[config.mk]
export PLATFORM = sky130hd
export DESIGN_NAME = uart_rx
export DESIGN_NICKNAME = d
export VERILOG_FILES = /design/src/rtl/uart_pkg.sv /design/src/rtl/uart_rx_datapath.sv /design/src/rtl/uart_rx_fsm.sv /design/src/rtl/uart_rx.sv
export SDC_FILE = /design/constraint.sdc
export NUM_CORES = 1
export LEC_CHECK = 0
export ABC_AREA = 1
export CAP_MARGIN = 5
export CELL_PAD_IN_SITES_DETAIL_PLACEMENT = 1
export CELL_PAD_IN_SITES_GLOBAL_PLACEMENT = 2
export CORE_UTILIZATION = 34
export CTS_BUF_LIST = sky130_fd_sc_hd__clkbuf_16
export DETAILED_ROUTE_END_ITERATION = 10
export PLACE_DENSITY = 0.79
export SETUP_SLACK_MARGIN = 0.5
export SLEW_MARGIN = 25
export SYNTH_ARGS = -nofsm -noshare
export SYNTH_HDL_FRONTEND = slang
export SYNTH_SLANG_ARGS = --single-unit
[constraint.sdc]
create_clock -name clk -period 2.9 [get_ports clk]
set_input_delay 0.58 -clock clk [delete_from_list [all_inputs] [get_ports clk]]
set_output_delay 0.58 -clock clk [all_outputs]
set_load 0.02 [all_outputs]
[src/rtl/uart_pkg.sv]
// uart_pkg: shared types and defaults for the UART receiver slice.
//   rx_state_e     - receiver control states
//   DEF_DATA_BITS  - default data bits per frame
//   DEF_OVERSAMPLE - default sample ticks per bit
//   eff_div()      - baud divisor with 0 mapped to 1
package uart_pkg;

   localparam int unsigned DEF_DATA_BITS  = 8;
   localparam int unsigned DEF_OVERSAMPLE = 16;

   typedef enum logic [2:0] {
      ST_IDLE,
      ST_START,
      ST_DATA,
      ST_PARITY,
      ST_STOP,
      ST_BREAK
   } rx_state_e;

   function automatic logic [15:0] eff_div(input logic [15:0] div);
      return (div == 16'd0) ? 16'd1 : div;
   endfunction

endpackage

[src/rtl/uart_rx_datapath.sv]
// uart_rx_datapath: synchronizer, tick divider, shift register, output buffer.
//   in : clk, rst_n, rx, baud_div, parity_en, parity_odd, stop2, rx_ready,
//        err_clr, and control strobes from uart_rx_fsm
//   out: rx_sync, rx_fall, tick, cfg_parity_en, cfg_stop2, data_zero, ferr_now
//        (to control), rx_data, rx_valid, parity_err, frame_err, overrun
module uart_rx_datapath
   import uart_pkg::*;
#(
   parameter int unsigned DATA_BITS = DEF_DATA_BITS
) (
   input  logic                 clk,
   input  logic                 rst_n,
   input  logic                 rx,
   input  logic [15:0]          baud_div,
   input  logic                 parity_en,
   input  logic                 parity_odd,
   input  logic                 stop2,
   input  logic                 rx_ready,
   input  logic                 err_clr,
   input  logic                 busy,
   input  logic                 start_go,
   input  logic                 shift_en,
   input  logic                 par_smp,
   input  logic                 stop_smp,
   input  logic                 frame_end,
   output logic                 rx_sync,
   output logic                 rx_fall,
   output logic                 tick,
   output logic                 cfg_parity_en,
   output logic                 cfg_stop2,
   output logic                 data_zero,
   output logic                 ferr_now,
   output logic [DATA_BITS-1:0] rx_data,
   output logic                 rx_valid,
   output logic                 parity_err,
   output logic                 frame_err,
   output logic                 overrun
);

   logic                 sync1_q, sync1_d;
   logic                 sync2_q, sync2_d;
   logic                 prev_q, prev_d;
   logic [15:0]          cfg_div_q, cfg_div_d;
   logic                 cfg_pen_q, cfg_pen_d;
   logic                 cfg_podd_q, cfg_podd_d;
   logic                 cfg_s2_q, cfg_s2_d;
   logic [15:0]          div_cnt_q, div_cnt_d;
   logic [DATA_BITS-1:0] shift_q, shift_d;
   logic                 par_bit_q, par_bit_d;
   logic                 ferr_q, ferr_d;
   logic                 load_pend_q, load_pend_d;
   logic [DATA_BITS-1:0] rx_data_q, rx_data_d;
   logic                 rx_valid_q, rx_valid_d;
   logic                 perr_q, perr_d;
   logic                 ferr_out_q, ferr_out_d;
   logic                 ovr_q, ovr_d;
   logic [15:0]          div_last;
   logic                 load_ok;

   always_ff @(posedge clk or negedge rst_n) begin
      if (!rst_n) begin
         sync1_q     <= 1'b1;
         sync2_q     <= 1'b1;
         prev_q      <= 1'b1;
         cfg_div_q   <= '0;
         cfg_pen_q   <= 1'b0;
         cfg_podd_q  <= 1'b0;
         cfg_s2_q    <= 1'b0;
         div_cnt_q   <= '0;
         shift_q     <= '0;
         par_bit_q   <= 1'b0;
         ferr_q      <= 1'b0;
         load_pend_q <= 1'b0;
         rx_data_q   <= '0;
         rx_valid_q  <= 1'b0;
         perr_q      <= 1'b0;
         ferr_out_q  <= 1'b0;
         ovr_q       <= 1'b0;
      end else begin
         sync1_q     <= sync1_d;
         sync2_q     <= sync2_d;
         prev_q      <= prev_d;
         cfg_div_q   <= cfg_div_d;
         cfg_pen_q   <= cfg_pen_d;
         cfg_podd_q  <= cfg_podd_d;
         cfg_s2_q    <= cfg_s2_d;
         div_cnt_q   <= div_cnt_d;
         shift_q     <= shift_d;
         par_bit_q   <= par_bit_d;
         ferr_q      <= ferr_d;
         load_pend_q <= load_pend_d;
         rx_data_q   <= rx_data_d;
         rx_valid_q  <= rx_valid_d;
         perr_q      <= perr_d;
         ferr_out_q  <= ferr_out_d;
         ovr_q       <= ovr_d;
      end
   end

   assign div_last = eff_div(cfg_div_q) - 16'd1;
   assign tick     = busy & (div_cnt_q == div_last);
   assign load_ok  = load_pend_q & (~rx_valid_q | rx_ready);

   always_comb begin
      sync1_d     = rx;
      sync2_d     = sync1_q;
      prev_d      = sync2_q;
      cfg_div_d   = cfg_div_q;
      cfg_pen_d   = cfg_pen_q;
      cfg_podd_d  = cfg_podd_q;
      cfg_s2_d    = cfg_s2_q;
      div_cnt_d   = '0;
      shift_d     = shift_q;
      par_bit_d   = par_bit_q;
      ferr_d      = ferr_q;
      load_pend_d = frame_end;
      rx_data_d   = rx_data_q;
      rx_valid_d  = rx_valid_q;
      perr_d      = perr_q;
      ferr_out_d  = ferr_out_q;
      ovr_d       = ovr_q;

      // Frame configuration is frozen for the whole frame at START entry.
      if (start_go) begin
         cfg_div_d  = baud_div;
         cfg_pen_d  = parity_en;
         cfg_podd_d = parity_odd;
         cfg_s2_d   = stop2;
         ferr_d     = 1'b0;
      end else if (busy) begin
         div_cnt_d = tick ? '0 : div_cnt_q + 16'd1;
      end

      if (shift_en) begin
         shift_d = {sync2_q, shift_q[DATA_BITS-1:1]};
      end
      if (par_smp) begin
         par_bit_d = sync2_q;
      end
      if (stop_smp) begin
         ferr_d = ferr_now;
      end

      // A new word loading overrides the handshake clearing rx_valid.
      if (load_ok) begin
         rx_data_d  = shift_q;
         rx_valid_d = 1'b1;
         perr_d     = cfg_pen_q & ((^shift_q ^ par_bit_q) != cfg_podd_q);
         ferr_out_d = ferr_q;
      end else if (rx_valid_q && rx_ready) begin
         rx_valid_d = 1'b0;
      end

      if (load_pend_q && !load_ok) begin
         ovr_d = 1'b1;
      end else if (err_clr) begin
         ovr_d = 1'b0;
      end
   end

   assign rx_sync       = sync2_q;
   assign rx_fall       = prev_q & ~sync2_q;
   assign cfg_parity_en = cfg_pen_q;
   assign cfg_stop2     = cfg_s2_q;
   assign data_zero     = (shift_q == '0);
   assign ferr_now      = ferr_q | (stop_smp & ~sync2_q);
   assign rx_data       = rx_data_q;
   assign rx_valid      = rx_valid_q;
   assign parity_err    = perr_q;
   assign frame_err     = ferr_out_q;
   assign overrun       = ovr_q;

endmodule

[src/rtl/uart_rx_fsm.sv]
// uart_rx_fsm: frame sequencing for the UART receiver.
//   in : clk, rst_n, rx_sync (synchronized line), rx_fall (1->0 edge),
//        tick (sample tick), cfg_parity_en/cfg_stop2 (per-frame config),
//        data_zero (shift register all 0), ferr_now (frame error incl. this sample)
//   out: busy, start_go (START entry), shift_en (data sample), par_smp (parity
//        sample), stop_smp (stop sample), frame_end (final stop sample)
module uart_rx_fsm
   import uart_pkg::*;
#(
   parameter int unsigned DATA_BITS  = DEF_DATA_BITS,
   parameter int unsigned OVERSAMPLE = DEF_OVERSAMPLE
) (
   input  logic clk,
   input  logic rst_n,
   input  logic rx_sync,
   input  logic rx_fall,
   input  logic tick,
   input  logic cfg_parity_en,
   input  logic cfg_stop2,
   input  logic data_zero,
   input  logic ferr_now,
   output logic busy,
   output logic start_go,
   output logic shift_en,
   output logic par_smp,
   output logic stop_smp,
   output logic frame_end
);

   localparam int unsigned TW = $clog2(OVERSAMPLE);
   localparam int unsigned BW = $clog2(DATA_BITS);
   localparam logic [TW-1:0] HALF_TICK = TW'(OVERSAMPLE / 2 - 1);
   localparam logic [TW-1:0] LAST_TICK = TW'(OVERSAMPLE - 1);
   localparam logic [BW-1:0] LAST_BIT  = BW'(DATA_BITS - 1);

   rx_state_e     state_q, state_d;
   logic [TW-1:0] tick_cnt_q, tick_cnt_d;
   logic [BW-1:0] bit_cnt_q, bit_cnt_d;
   logic          stop_cnt_q, stop_cnt_d;

   always_ff @(posedge clk or negedge rst_n) begin
      if (!rst_n) begin
         state_q    <= ST_IDLE;
         tick_cnt_q <= '0;
         bit_cnt_q  <= '0;
         stop_cnt_q <= 1'b0;
      end else begin
         state_q    <= state_d;
         tick_cnt_q <= tick_cnt_d;
         bit_cnt_q  <= bit_cnt_d;
         stop_cnt_q <= stop_cnt_d;
      end
   end

   always_comb begin
      state_d    = state_q;
      tick_cnt_d = tick_cnt_q;
      bit_cnt_d  = bit_cnt_q;
      stop_cnt_d = stop_cnt_q;
      start_go   = 1'b0;
      shift_en   = 1'b0;
      par_smp    = 1'b0;
      stop_smp   = 1'b0;
      frame_end  = 1'b0;

      case (state_q)
         ST_IDLE: begin
            if (rx_fall) begin
               state_d    = ST_START;
               start_go   = 1'b1;
               tick_cnt_d = '0;
               bit_cnt_d  = '0;
               stop_cnt_d = 1'b0;
            end
         end

         // Re-check the start bit near its middle; a high line here is a glitch.
         ST_START: begin
            if (tick) begin
               if (tick_cnt_q == HALF_TICK) begin
                  tick_cnt_d = '0;
                  state_d    = rx_sync ? ST_IDLE : ST_DATA;
               end else begin
                  tick_cnt_d = tick_cnt_q + TW'(1);
               end
            end
         end

         ST_DATA: begin
            if (tick) begin
               if (tick_cnt_q == LAST_TICK) begin
                  tick_cnt_d = '0;
                  shift_en   = 1'b1;
                  bit_cnt_d  = bit_cnt_q + BW'(1);
                  if (bit_cnt_q == LAST_BIT) begin
                     state_d = cfg_parity_en ? ST_PARITY : ST_STOP;
                  end
               end else begin
                  tick_cnt_d = tick_cnt_q + TW'(1);
               end
            end
         end

         ST_PARITY: begin
            if (tick) begin
               if (tick_cnt_q == LAST_TICK) begin
                  tick_cnt_d = '0;
                  par_smp    = 1'b1;
                  state_d    = ST_STOP;
               end else begin
                  tick_cnt_d = tick_cnt_q + TW'(1);
               end
            end
         end

         // ferr_now already folds in the stop sample taken this cycle.
         ST_STOP: begin
            if (tick) begin
               if (tick_cnt_q == LAST_TICK) begin
                  tick_cnt_d = '0;
                  stop_smp   = 1'b1;
                  if (cfg_stop2 && !stop_cnt_q) begin
                     stop_cnt_d = 1'b1;
                  end else begin
                     frame_end = 1'b1;
                     state_d   = (ferr_now && data_zero) ? ST_BREAK : ST_IDLE;
                  end
               end else begin
                  tick_cnt_d = tick_cnt_q + TW'(1);
               end
            end
         end

         ST_BREAK: begin
            if (rx_sync) begin
               state_d = ST_IDLE;
            end
         end

         default: state_d = ST_IDLE;
      endcase
   end

   assign busy = (state_q != ST_IDLE);

endmodule

[src/rtl/uart_rx.sv]
// uart_rx: oversampling UART receiver with single-word output buffer.
//   clk, rst_n                  - clock, asynchronous active-low reset
//   rx                          - serial line (idle high, asynchronous)
//   baud_div                    - clocks per sample tick (0 acts as 1)
//   parity_en/parity_odd/stop2  - frame format, latched at frame start
//   rx_data/rx_valid/rx_ready   - received word handshake
//   parity_err/frame_err        - status of the held word
//   overrun/err_clr             - sticky lost-frame flag and its clear
//   busy                        - a frame (or break) is in progress
module uart_rx
   import uart_pkg::*;
#(
   parameter int unsigned DATA_BITS  = DEF_DATA_BITS,
   parameter int unsigned OVERSAMPLE = DEF_OVERSAMPLE
) (
   input  logic                 clk,
   input  logic                 rst_n,
   input  logic                 rx,
   input  logic [15:0]          baud_div,
   input  logic                 parity_en,
   input  logic                 parity_odd,
   input  logic                 stop2,
   output logic [DATA_BITS-1:0] rx_data,
   output logic                 rx_valid,
   input  logic                 rx_ready,
   output logic                 parity_err,
   output logic                 frame_err,
   output logic                 overrun,
   input  logic                 err_clr,
   output logic                 busy
);

   logic rx_sync, rx_fall, tick, cfg_parity_en, cfg_stop2, data_zero, ferr_now;
   logic start_go, shift_en, par_smp, stop_smp, frame_end;

   uart_rx_fsm #(
      .DATA_BITS (DATA_BITS),
      .OVERSAMPLE(OVERSAMPLE)
   ) u_fsm (
      .clk          (clk),
      .rst_n        (rst_n),
      .rx_sync      (rx_sync),
      .rx_fall      (rx_fall),
      .tick         (tick),
      .cfg_parity_en(cfg_parity_en),
      .cfg_stop2    (cfg_stop2),
      .data_zero    (data_zero),
      .ferr_now     (ferr_now),
      .busy         (busy),
      .start_go     (start_go),
      .shift_en     (shift_en),
      .par_smp      (par_smp),
      .stop_smp     (stop_smp),
      .frame_end    (frame_end)
   );

   uart_rx_datapath #(
      .DATA_BITS(DATA_BITS)
   ) u_dp (
      .clk          (clk),
      .rst_n        (rst_n),
      .rx           (rx),
      .baud_div     (baud_div),
      .parity_en    (parity_en),
      .parity_odd   (parity_odd),
      .stop2        (stop2),
      .rx_ready     (rx_ready),
      .err_clr      (err_clr),
      .busy         (busy),
      .start_go     (start_go),
      .shift_en     (shift_en),
      .par_smp      (par_smp),
      .stop_smp     (stop_smp),
      .frame_end    (frame_end),
      .rx_sync      (rx_sync),
      .rx_fall      (rx_fall),
      .tick         (tick),
      .cfg_parity_en(cfg_parity_en),
      .cfg_stop2    (cfg_stop2),
      .data_zero    (data_zero),
      .ferr_now     (ferr_now),
      .rx_data      (rx_data),
      .rx_valid     (rx_valid),
      .parity_err   (parity_err),
      .frame_err    (frame_err),
      .overrun      (overrun)
   );

endmodule

==> impl_metrics.tcl <==
set metrics [dict create \
    syn_to_final_growth_pct 34.5 \
    drt_iter0_drc 112 \
    fin_setup_tns_ns 0 \
    crit_type "reg2reg" \
    synth_top_family_by_area "simple AND/OR/NAND/NOR gates" \
    cp_data_required_time_ns 3.13 \
    syn_nets 542 \
    numCtsBuffers 9 \
    synth_area_um2 3960 \
    layout_setup_ws_ns 0.107 \
    rr_endpoint "u_dp.shift_q[0]" \
    cp_max_fo 7 \
    cp_slowest_cell "dfrtp_1" \
    timing_hold_violations_final 0 \
    hold_class "in2async" \
    multi_input_area_um2 2040 \
    antenna_cells 0 \
    grt_pass1_vias 3574 \
    ys_top_cells_by_area "dfrtp_1 (44%), nand2_1 (13%), inv_1 (7.9%), nand3_1 (4.2%), o21ai_0 (3.9%)" \
    ys_types 38 \
    synthAdderAreaFrac 0.0285 \
    routed_wl_um 10500 \
    power_leakage_nw 2.58 \
    avgSynthCellArea_um2 7.77 \
    path_depth 18 \
    outcome "complete, no violations" \
    vias 3508 \
    viasPerCell 4.85 \
    synthSimpleGateAreaFrac 0.293 \
    power_density_nw_per_um2 905 \
    dpl.hpwl_um 7570 \
    clock_path_buffers 2 \
    grt_start_max_net_pins 73 \
    rsz0062_at_grt "true" \
    slew_headroom 0.551 \
    yosysWarnings 0 \
    worst_pin_slew_ns 0.674 \
    fillers 1358 \
    setup_viol 0 \
    drtAntennaViolNets 0 \
    cts_num_sinks 72 \
    grt.overflow.total 0 \
    portBuffers 36 \
    fin_crit_sh 0.963 \
    gp_congestion 0.820 \
    dpl.cell_count 685 \
    crit_path_end_kind "register" \
    synth.top_cell.area_share 0.436 \
    h-tree-depth 3 \
    drc 0 \
    dpl_cell_area_um2 4560 \
    path_buf_inv 2 \
    yosysTopAreaCell "dfrtp_1" \
    final_layout_size_suffix_gt1_frac 0.213 \
    critPathLaunchType "register" \
    rows 39 \
    track_usage 0.192 \
    start_util 0.348 \
    dp_slack_ns -0.0201 \
    endpoint "u_dp.shift_q[0]" \
    synth_xor_xnor_area_share 0.0398 \
    ys_ff_latch 72 \
    design_area_um2 5320 \
    slew_violations 0 \
    instances_no_fill 724 \
    fin_hold_ws_ns 0.259 \
    io_pins 37 \
    cts_tree "built" \
    async_flop_share 1.00 \
    cts_hold_buf 0 \
    clock_skew_ns 0.00823 \
    first_pass_iters 4 \
    synthCells 509 \
    core_um2 11400 \
    synth-seq-area-share 0.456 \
    rrSetupSlack_ns 0.11 \
    cts-root-buf "clkbuf_16" \
    reg2reg_from "u_dp.cfg_div_q[9]" \
    vdd_drop_max_uv 543 \
    critPathMostFrequentCell "nor2_2" \
    fmax_mhz 358 \
    synth_edf_count 0 \
    critPathLaunch "u_dp.cfg_div_q[9]" \
    dieWidth_um 110 \
    synth-compound-area-share 0.0927 \
    yosys_most_used_dff "dfrtp_1" \
    grt_pass1_wl_um 17300 \
    path_delay_family "simple AND/OR/NAND/NOR gates" \
    clkSlewWorstSetupHoldPaths_ns 0.06 \
    die-area_um2 12100 \
    nNetsFinal 609 \
    critical-path-max-stage-delay_ns 0.40 \
    cap_violations 0 \
    synthMuxAreaShare 0 \
    rr_worst_depth 18 \
    die_height_um 110 \
    post-route-min-period_ns 2.79 \
    wl_per_cell_um 14.5 \
    cp.arrival_ns 3.03 \
    worstSkewPairLatency_ns 0.35 \
    crit_chain "nor2_2, nand2_2, nor2_4, nand2_4, nand2_4, inv_2, ha_4, xnor2_2, xor2_1, nand3_1, nor2_2, nand2_1, nor2_2, nand4_4, nand3b_4, buf_6, nand2_2, o21ai_1" \
    antenna_found_initial 0 \
    seq_area_um2 1810 \
]
-- worst min-delay path by stage --
stage,start,endpoint,cells past startpoint
floorplan,rst_n,u_dp.cfg_div_q[0],0
global placement,u_dp.sync1_q,u_dp.rx_sync,0
detailed placement,u_dp.sync1_q,u_dp.rx_sync,0
CTS,u_dp.sync1_q,u_dp.rx_sync,0
global route,rst_n,u_fsm.tick_cnt_q[0],1
finish,rst_n,u_fsm.tick_cnt_q[2],1
-- power by group --
group | switching (W) | internal, W
sequential | 0.000214 | 0.00121
combinational | 0.00128 | 0.000813
clock | 0.000454 | 0.000841
-- cell usage in the layout, fill, tap and decap left out, types with 9 or more instances in the layout --
cell	count
xnor2_1	9
o21ai_1	10
inv_1	80
clkdlybuf4s50_1	34
clkbuf_16	9
nand2_1	120
buf_4	23
nand3_1	25
o21ai_0	29
nor2_1	26
nand4_1	12
nand3_2	9
dfrtp_1	67
nor2_2	9
nand2_2	14
-- registers in the layout, summed over array words and instances (netlist names) --
signal and cells:
u_dp.rx_valid 1, u_dp.cfg_stop2 1, u_dp.cfg_div_q 16, u_dp.shift_q 8, u_dp.prev_q 1, u_fsm.bit_cnt_q 3
u_dp.cfg_parity_en 1, u_fsm.state_q 3, u_dp.div_cnt_q 16, u_dp.sync1_q 1, u_dp.cfg_podd_q 1, u_dp.load_pend_q 1
u_dp.rx_sync 1, u_dp.rx_data 8, u_dp.overrun 1, u_dp.parity_err 1, u_fsm.tick_cnt_q 4, u_dp.frame_err 1
u_dp.par_bit_q 1, u_fsm.stop_cnt_q 1, u_dp.ferr_q 1
-- stage by stage --
step           total power (W)  utilization
5_1_grt                0.00516        0.468
4_1_cts                0.00461        0.451
3_5_place_dp           0.00311        0.401
6_report               0.00481        0.468
3_3_place_gp           0.00306        0.401
2_1_floorplan          0.00262            -
-- layout make-up --
| type | count | share of cell area |
|---|---|---|
| Clock buffer | 9 | 0.0423 |
| Tap cell | 143 | 0.0336 |
| Clock inverter | 7 | 0.0223 |
| Timing Repair Buffer | 65 | 0.115 |
| Multi-Input combinational cell | 343 | 0.384 |
| Inverter | 85 | 0.0635 |
| Sequential cell | 72 | 0.340 |
-- metal layers --
layer,vias to the layer above,part of all wire,GRT usage
li1,1746,-,-
met1,1704,0.44,0.226
met2,39,0.51,0.337
met3,19,0.024,0.0379
met4,0,0.024,0.0819
met5,-,0,0
-- Yosys cell counts (8+ instances only) --
| library cell | instances |
|---|---|
| dfrtp_1 | 69 |
| nand4_1 | 12 |
| xnor2_1 | 10 |
| xor2_1 | 8 |
| nand3_1 | 33 |
| inv_1 | 83 |
| ha_1 | 9 |
| o21ai_0 | 31 |
| nand2_1 | 137 |
| a21oi_1 | 10 |
| o21ai_1 | 14 |
| nor2_1 | 32 |
-- cells by family after synthesis --
| family | Yosys count |
|---|---|
| AO/OA/AOI/OAI | 67 |
| XOR/XNOR | 18 |
| adder cells (fa/ha/maj) | 9 |
| buffers and inverters | 94 |
| flip-flops | 72 |
| AND/OR/NAND/NOR | 249 |
-- repair_timing --
| item | 4_1_cts | 5_1_grt |
|---|---|---|
| gates resized for setup | 27 | 39 |
| setup endpoints to repair | 39 | 39 |
| pin swaps | 20 | 13 |
| cloned | 1 | 0 |
| buffers inserted | 15 | 7 |
No activity file was read; power rests on OpenSTA's default activity.
==> patch 1: new RTL, same settings <==
The package constant `DEF_OVERSAMPLE` goes from 16 to 32.
--- a/src/rtl/uart_pkg.sv
+++ b/src/rtl/uart_pkg.sv
@@ -7,5 +7,5 @@
 
    localparam int unsigned DEF_DATA_BITS  = 8;
-   localparam int unsigned DEF_OVERSAMPLE = 16;
+   localparam int unsigned DEF_OVERSAMPLE = 32;
 
    typedef enum logic [2:0] {
Behaviour: no difference found for any inputs over 10 cycles, from zero or initial values and one cycle with rst_n low; that may be too few to reach the edited logic, so the function may still have changed.
==> patch 1 against the original RTL <==
- maximum frequency up 1.7%
- wire length grew 18%
- power is 16% higher
- setup slack better by 47 ps
- sequential cell count increased by 1
- final area up 8.1%
- area after synthesis grew 6.3%
- critical path type unchanged
- critical endpoint is now u_fsm.state_q[2]$_DFFE_PN0P_
- largest cell class unchanged
==> patch 1: results (changes against the original RTL) <==
Slew headroom -> 54.15% (was 55.10%)
Layout Nets -> 653 (was 609)
Dpl cells -> 726 (was 685)
Hpwl dp -> 8.492 mm (was 7.567 mm)
Worst slack, placed -> 35.01 ps (was -20.08 ps)
Metal2 WL -> 5.595 mm (was 5.340 mm)
First-pass GRT wire length -> 19.95 mm (was 17.26 mm)
Final min period -> 2746 ps (was 2793 ps)
Filler cells -> 1,452 (was 1,358)
Synth area leaders -> dfrtp_1, nand2_1, inv_1 (unchanged)
Reg2reg start -> u_dp.cfg_div_q[13]$_DFFE_PN0P_ (was u_dp.cfg_div_q[9]$_DFFE_PN0P_)
Worst Path Max Fanout -> 4 (was 7)
Vias in the first global route -> 3,925 (was 3,574)
Critical Path Max Stage Delay -> 350 ps (was 400 ps)
Status -> completed (unchanged)
Syn Nets -> 579 (was 542)
Layout cell share with drive strength beyond 1 -> 24.92% (was 21.34%)
Routed WL per cell -> 16.10 um (was 14.50 um)
Peak VDD IR -> 0.3653 mV (was 0.5433 mV)
Leakage -> 2.567 nW (was 2.582 nW)
Tot GR Track Use -> 20.29% (was 19.18%)
Placer Congestion -> 0.8530 (was 0.8204)
Met3 Wirelength -> 423 um (was 248 um)
Largest net degree at the start of global routing -> 74 (was 73)
Routed vias/inst -> 4.934 (was 4.845)
Post-Route M1 WL -> 6.155 mm (was 4.656 mm)
DRT iter0 DRCs -> 183 (was 112)
Register area share after synthesis -> 43.52% (was 45.64%)
Clock Skews -> 8.396 ps (was 8.232 ps)
Syn avg cell area -> 7.747 um^2 (was 7.773 um^2)
DR vias -> 3,794 (was 3,508)
## patch 1: layout make-up
type | instances | share of cell area (%)
Multi-Input combinational cell | 393 | 42.75
Sequential cell | 73 | 31.94
Timing Repair Buffer | 74 | 12.34
Clock buffer | 9 | 3.916
Clock inverter | 7 | 1.327
Inverter | 66 | 4.526
Tap cell | 147 | 3.198
## patch 1: logic make-up after synthesis
| family | synth area share [%] |
|---|---|
| DFF | 43.52 |
| adders and majority gates | 3.569 |
| AOI/OAI and AO/OA | 9.310 |
| and+or+nand+nor | 30.64 |
| xor gates and xnor gates | 5.830 |
| buffers and inverters | 7.138 |
## patch 1: path summary, 6_finish.rpt
kind	to	cells after the start	slack, ps
min in group clk	u_dp.rx_sync$_DFF_PN1_	0	360
setup reg to reg	u_fsm.state_q[2]$_DFFE_PN0P_	24	150
hold / removal	u_dp.cfg_div_q[2]$_DFFE_PN0P_	1	250
hold reg to reg	u_dp.rx_sync$_DFF_PN1_	0	360
setup / recovery	u_fsm.state_q[2]$_DFFE_PN0P_	24	150
max in group asynchronous	u_dp.cfg_div_q[6]$_DFFE_PN0P_	1	2130
## patch 1: layer usage
layer,vias up,GRT usage (%)
met5,-,0
met4,0,7.193
met3,12,3.321
met2,48,30.72
met1,1856,29.21
li1,1878,-
## patch 1: stage by stage
stage / instance area [um^2] / power (W)
6_report: 5751 / 0.005604
2_1_floorplan: 4262 / 0.002942
3_3_place_gp: 4821 / 0.003546
5_1_grt: 5751 / 0.005987
4_1_cts: 5408 / 0.005207
3_5_place_dp: 4821 / 0.003585
## patch 1: repair_timing
item | 4_1_cts | 5_1_grt
pin swaps | 9 | 14
cloned | 4 | 0
gates resized for setup | 43 | 64
buffers inserted | 13 | 10
endpoints found under the setup margin | 40 | 40
## patch 1: power by group through the flow
| stage | logic, W | clock network [W] | registers (W) |
|---|---|---|---|
| 2_1_floorplan | 0.00152 | 0 | 0.00142 |
| 6_report | 0.00296 | 0.00115 | 0.00149 |
| 3_3_place_gp | 0.00206 | 0 | 0.00149 |
| 5_1_grt | 0.00325 | 0.00122 | 0.00151 |
| 3_5_place_dp | 0.00210 | 0 | 0.00149 |
| 4_1_cts | 0.00255 | 0.00118 | 0.00147 |
==> patch 2: new RTL, config.mk and constraints unchanged <==
Made on the original files. Make the reset (`rst_n`) synchronous in 2 clocked blocks. Comments in the files are not updated.
--- a/src/rtl/uart_rx_datapath.sv
+++ b/src/rtl/uart_rx_datapath.sv
@@ -58,5 +58,5 @@
    logic                 load_ok;
 
-   always_ff @(posedge clk or negedge rst_n) begin
+   always_ff @(posedge clk) begin
       if (!rst_n) begin
          sync1_q     <= 1'b1;
--- a/src/rtl/uart_rx_fsm.sv
+++ b/src/rtl/uart_rx_fsm.sv
@@ -39,5 +39,5 @@
    logic          stop_cnt_q, stop_cnt_d;
 
-   always_ff @(posedge clk or negedge rst_n) begin
+   always_ff @(posedge clk) begin
       if (!rst_n) begin
          state_q    <= ST_IDLE;
Formal check against the unedited RTL: differs if rst_n is asserted again (counterexample within 4 cycles, from zero or initial values and one cycle with rst_n low); with rst_n held inactive, the same outputs for 10 cycles.
==> patch 2 against the original RTL <==
- area after synthesis shrank 2.7%
- largest cell class unchanged
- power shrank 31%
- critical path depth grew 4
- final area grew 4.1%
- wire length grew 26%
- count of clock-buffer cells in the layout is the same
- sequential cell count is the same
- hold slack gained 160 ps
- die area shrank 2.7%
- clock skew is essentially flat
- setup slack lost 95 ps
- highest routed layer unchanged
- combinational power shrank 48%
- synthesized cell count grew 9.0%
==> patch 2: results (changes against the original RTL) <==
Placer Congestion -> 0.8188 (was 0.8204)
Leakage -> 2.308 nW (was 2.582 nW)
Vias in the first global route -> 4,074 (was 3,574)
Syn Nets -> 588 (was 542)
Synth top cells by count -> nand2_1, dfxtp_1, nor2_1 (was nand2_1, inv_1, dfrtp_1)
Metal2 WL -> 6.988 mm (was 5.340 mm)
Largest net degree at the start of global routing -> 33 (was 73)
GR Layer Usage met1 -> 25.56% (was 22.61%)
YS warnings -> 0 (unchanged)
Grt met2 use -> 43.27% (was 33.71%)
Status -> completed (unchanged)
First-pass GRT wire length -> 20.25 mm (was 17.26 mm)
Max H-tree Level -> 3 (unchanged)
Slew headroom -> 55.76% (was 55.10%)
Cts repair resizes -> 33 (was 27)
CTS Buffer Depth -> 2 (unchanged)
Clock Skews -> 8.339 ps (was 8.232 ps)
Post-Route M1 WL -> 5.451 mm (was 4.656 mm)
Initial antenna violation count -> 0 (unchanged)
Diode count -> 0 (unchanged)
Clock latency on the worst-skew pair -> 340 ps
Critical Path Max Stage Delay -> 350 ps (was 400 ps)
Tot GR Track Use -> 23.11% (was 19.18%)
GR Util met3 -> 4.461% (was 3.794%)
Mux cell area share after synthesis -> 0% (unchanged)
Hold/Removal Path Class -> reg -> reg (was in -> async)
CP arrival -> 3150 ps (was 3030 ps)
Layout cell share with drive strength beyond 1 -> 26.95% (was 21.34%)
DRT iter0 DRCs -> 79 (was 112)
Hold Vio Cnt, Final -> 0 (unchanged)
Hpwl dp -> 8.974 mm (was 7.567 mm)
Layout Nets -> 671 (was 609)
Area share of xor/xnor cells in the synthesized design -> 5.234% (was 3.985%)
Top delay family on crit path -> simple AND/OR/NAND/NOR gates (unchanged)
Asr flop ratio synth -> 0% (was 100.0%)
Post-CTS setup repair buffer count -> 21 (was 15)
Max layer used -> met4 (unchanged)
Cts bufs inserted -> 9 (unchanged)
DP Area -> 0.004529 mm^2 (was 0.004564 mm^2)
Post-synthesis compound-gate area fraction -> 13.91% (was 9.266%)
Peak VDD IR -> 0.3912 mV (was 0.5433 mV)
Met3 Wirelength -> 359 um (was 248 um)
Adder-Cell Fraction of Synth Area -> 2.926% (was 2.846%)
Sw Pwr -> 0.001112 W (was 0.001948 W)
Slowest-stage cell, CP -> dfxtp_4 (was dfrtp_1)
Total wire length -> 13.26 mm (was 10.50 mm)
Pre-antenna DRT Iters -> 4 (unchanged)
I/O Buffers -> 36 (unchanged)
Synth area leaders -> dfxtp_1, nand2_1, nor2_1 (was dfrtp_1, nand2_1, inv_1)
Yosys cell types -> 34 (was 38)
DR vias -> 3,988 (was 3,508)
Register area share after synthesis -> 37.45% (was 45.64%)
Worst Path Max Fanout -> 3 (was 7)
Clk slew on worst S/H paths -> 60 ps (about the same)
[patch 2: layout make-up]
type / instances / area [um^2]
tap: 140 / 175.2
inverter: 65 / 264.0
fill: 1370 / 5399
multi-input combinational: 405 / 2510
timing repair buffer: 85 / 807.0
clock buffer: 9 / 225.2
sequential: 72 / 1469
clock inverter: 6 / 86.33
[patch 2: final timing paths]
check	slack [ps]	depth (start not counted)	to	startpoint
worst max-delay path	10	22	u_fsm.state_q[0]$_SDFFE_PN0P_	u_dp.cfg_div_q[5]$_SDFFE_PN0P_
worst min-delay path	420	1	u_dp.rx_sync$_SDFF_PN1_	u_dp.sync1_q$_SDFF_PN1_
worst max register to register	10	22	u_fsm.state_q[0]$_SDFFE_PN0P_	u_dp.cfg_div_q[5]$_SDFFE_PN0P_
worst min register to register	420	1	u_dp.rx_sync$_SDFF_PN1_	u_dp.sync1_q$_SDFF_PN1_
[patch 2: stage by stage]
stage,hold WS (ps),setup TNS (ps),std cells,setup WS (ps)
after global routing,442.2,-1434,782,-156.3
after global placement,403.2,-93.61,732,-28.36
after floorplan,392.5,0,555,355.7
final,418.9,0,782,11.99
after CTS,422.6,0,769,57.97
after detailed placement,407.0,-389.5,732,-79.11
[patch 2: cells by family after synthesis]
family,Yosys count
buffers and inverters,79
AND/OR/NAND/NOR,270
AO/OA/AOI/OAI,102
XOR/XNOR,23
flip-flops,72
adder cells (fa/ha/maj),9
[patch 2: power groups by stage]
stage | clock (W) | combinational [W] | sequential (W)
3_3_place_gp | 0 | 0.000792 | 0.00109
4_1_cts | 0.00121 | 0.000944 | 0.00107
3_5_place_dp | 0 | 0.000814 | 0.00109
6_report | 0.00118 | 0.00108 | 0.00107
2_1_floorplan | 0 | 0.000589 | 0.00108
5_1_grt | 0.00125 | 0.00118 | 0.00108
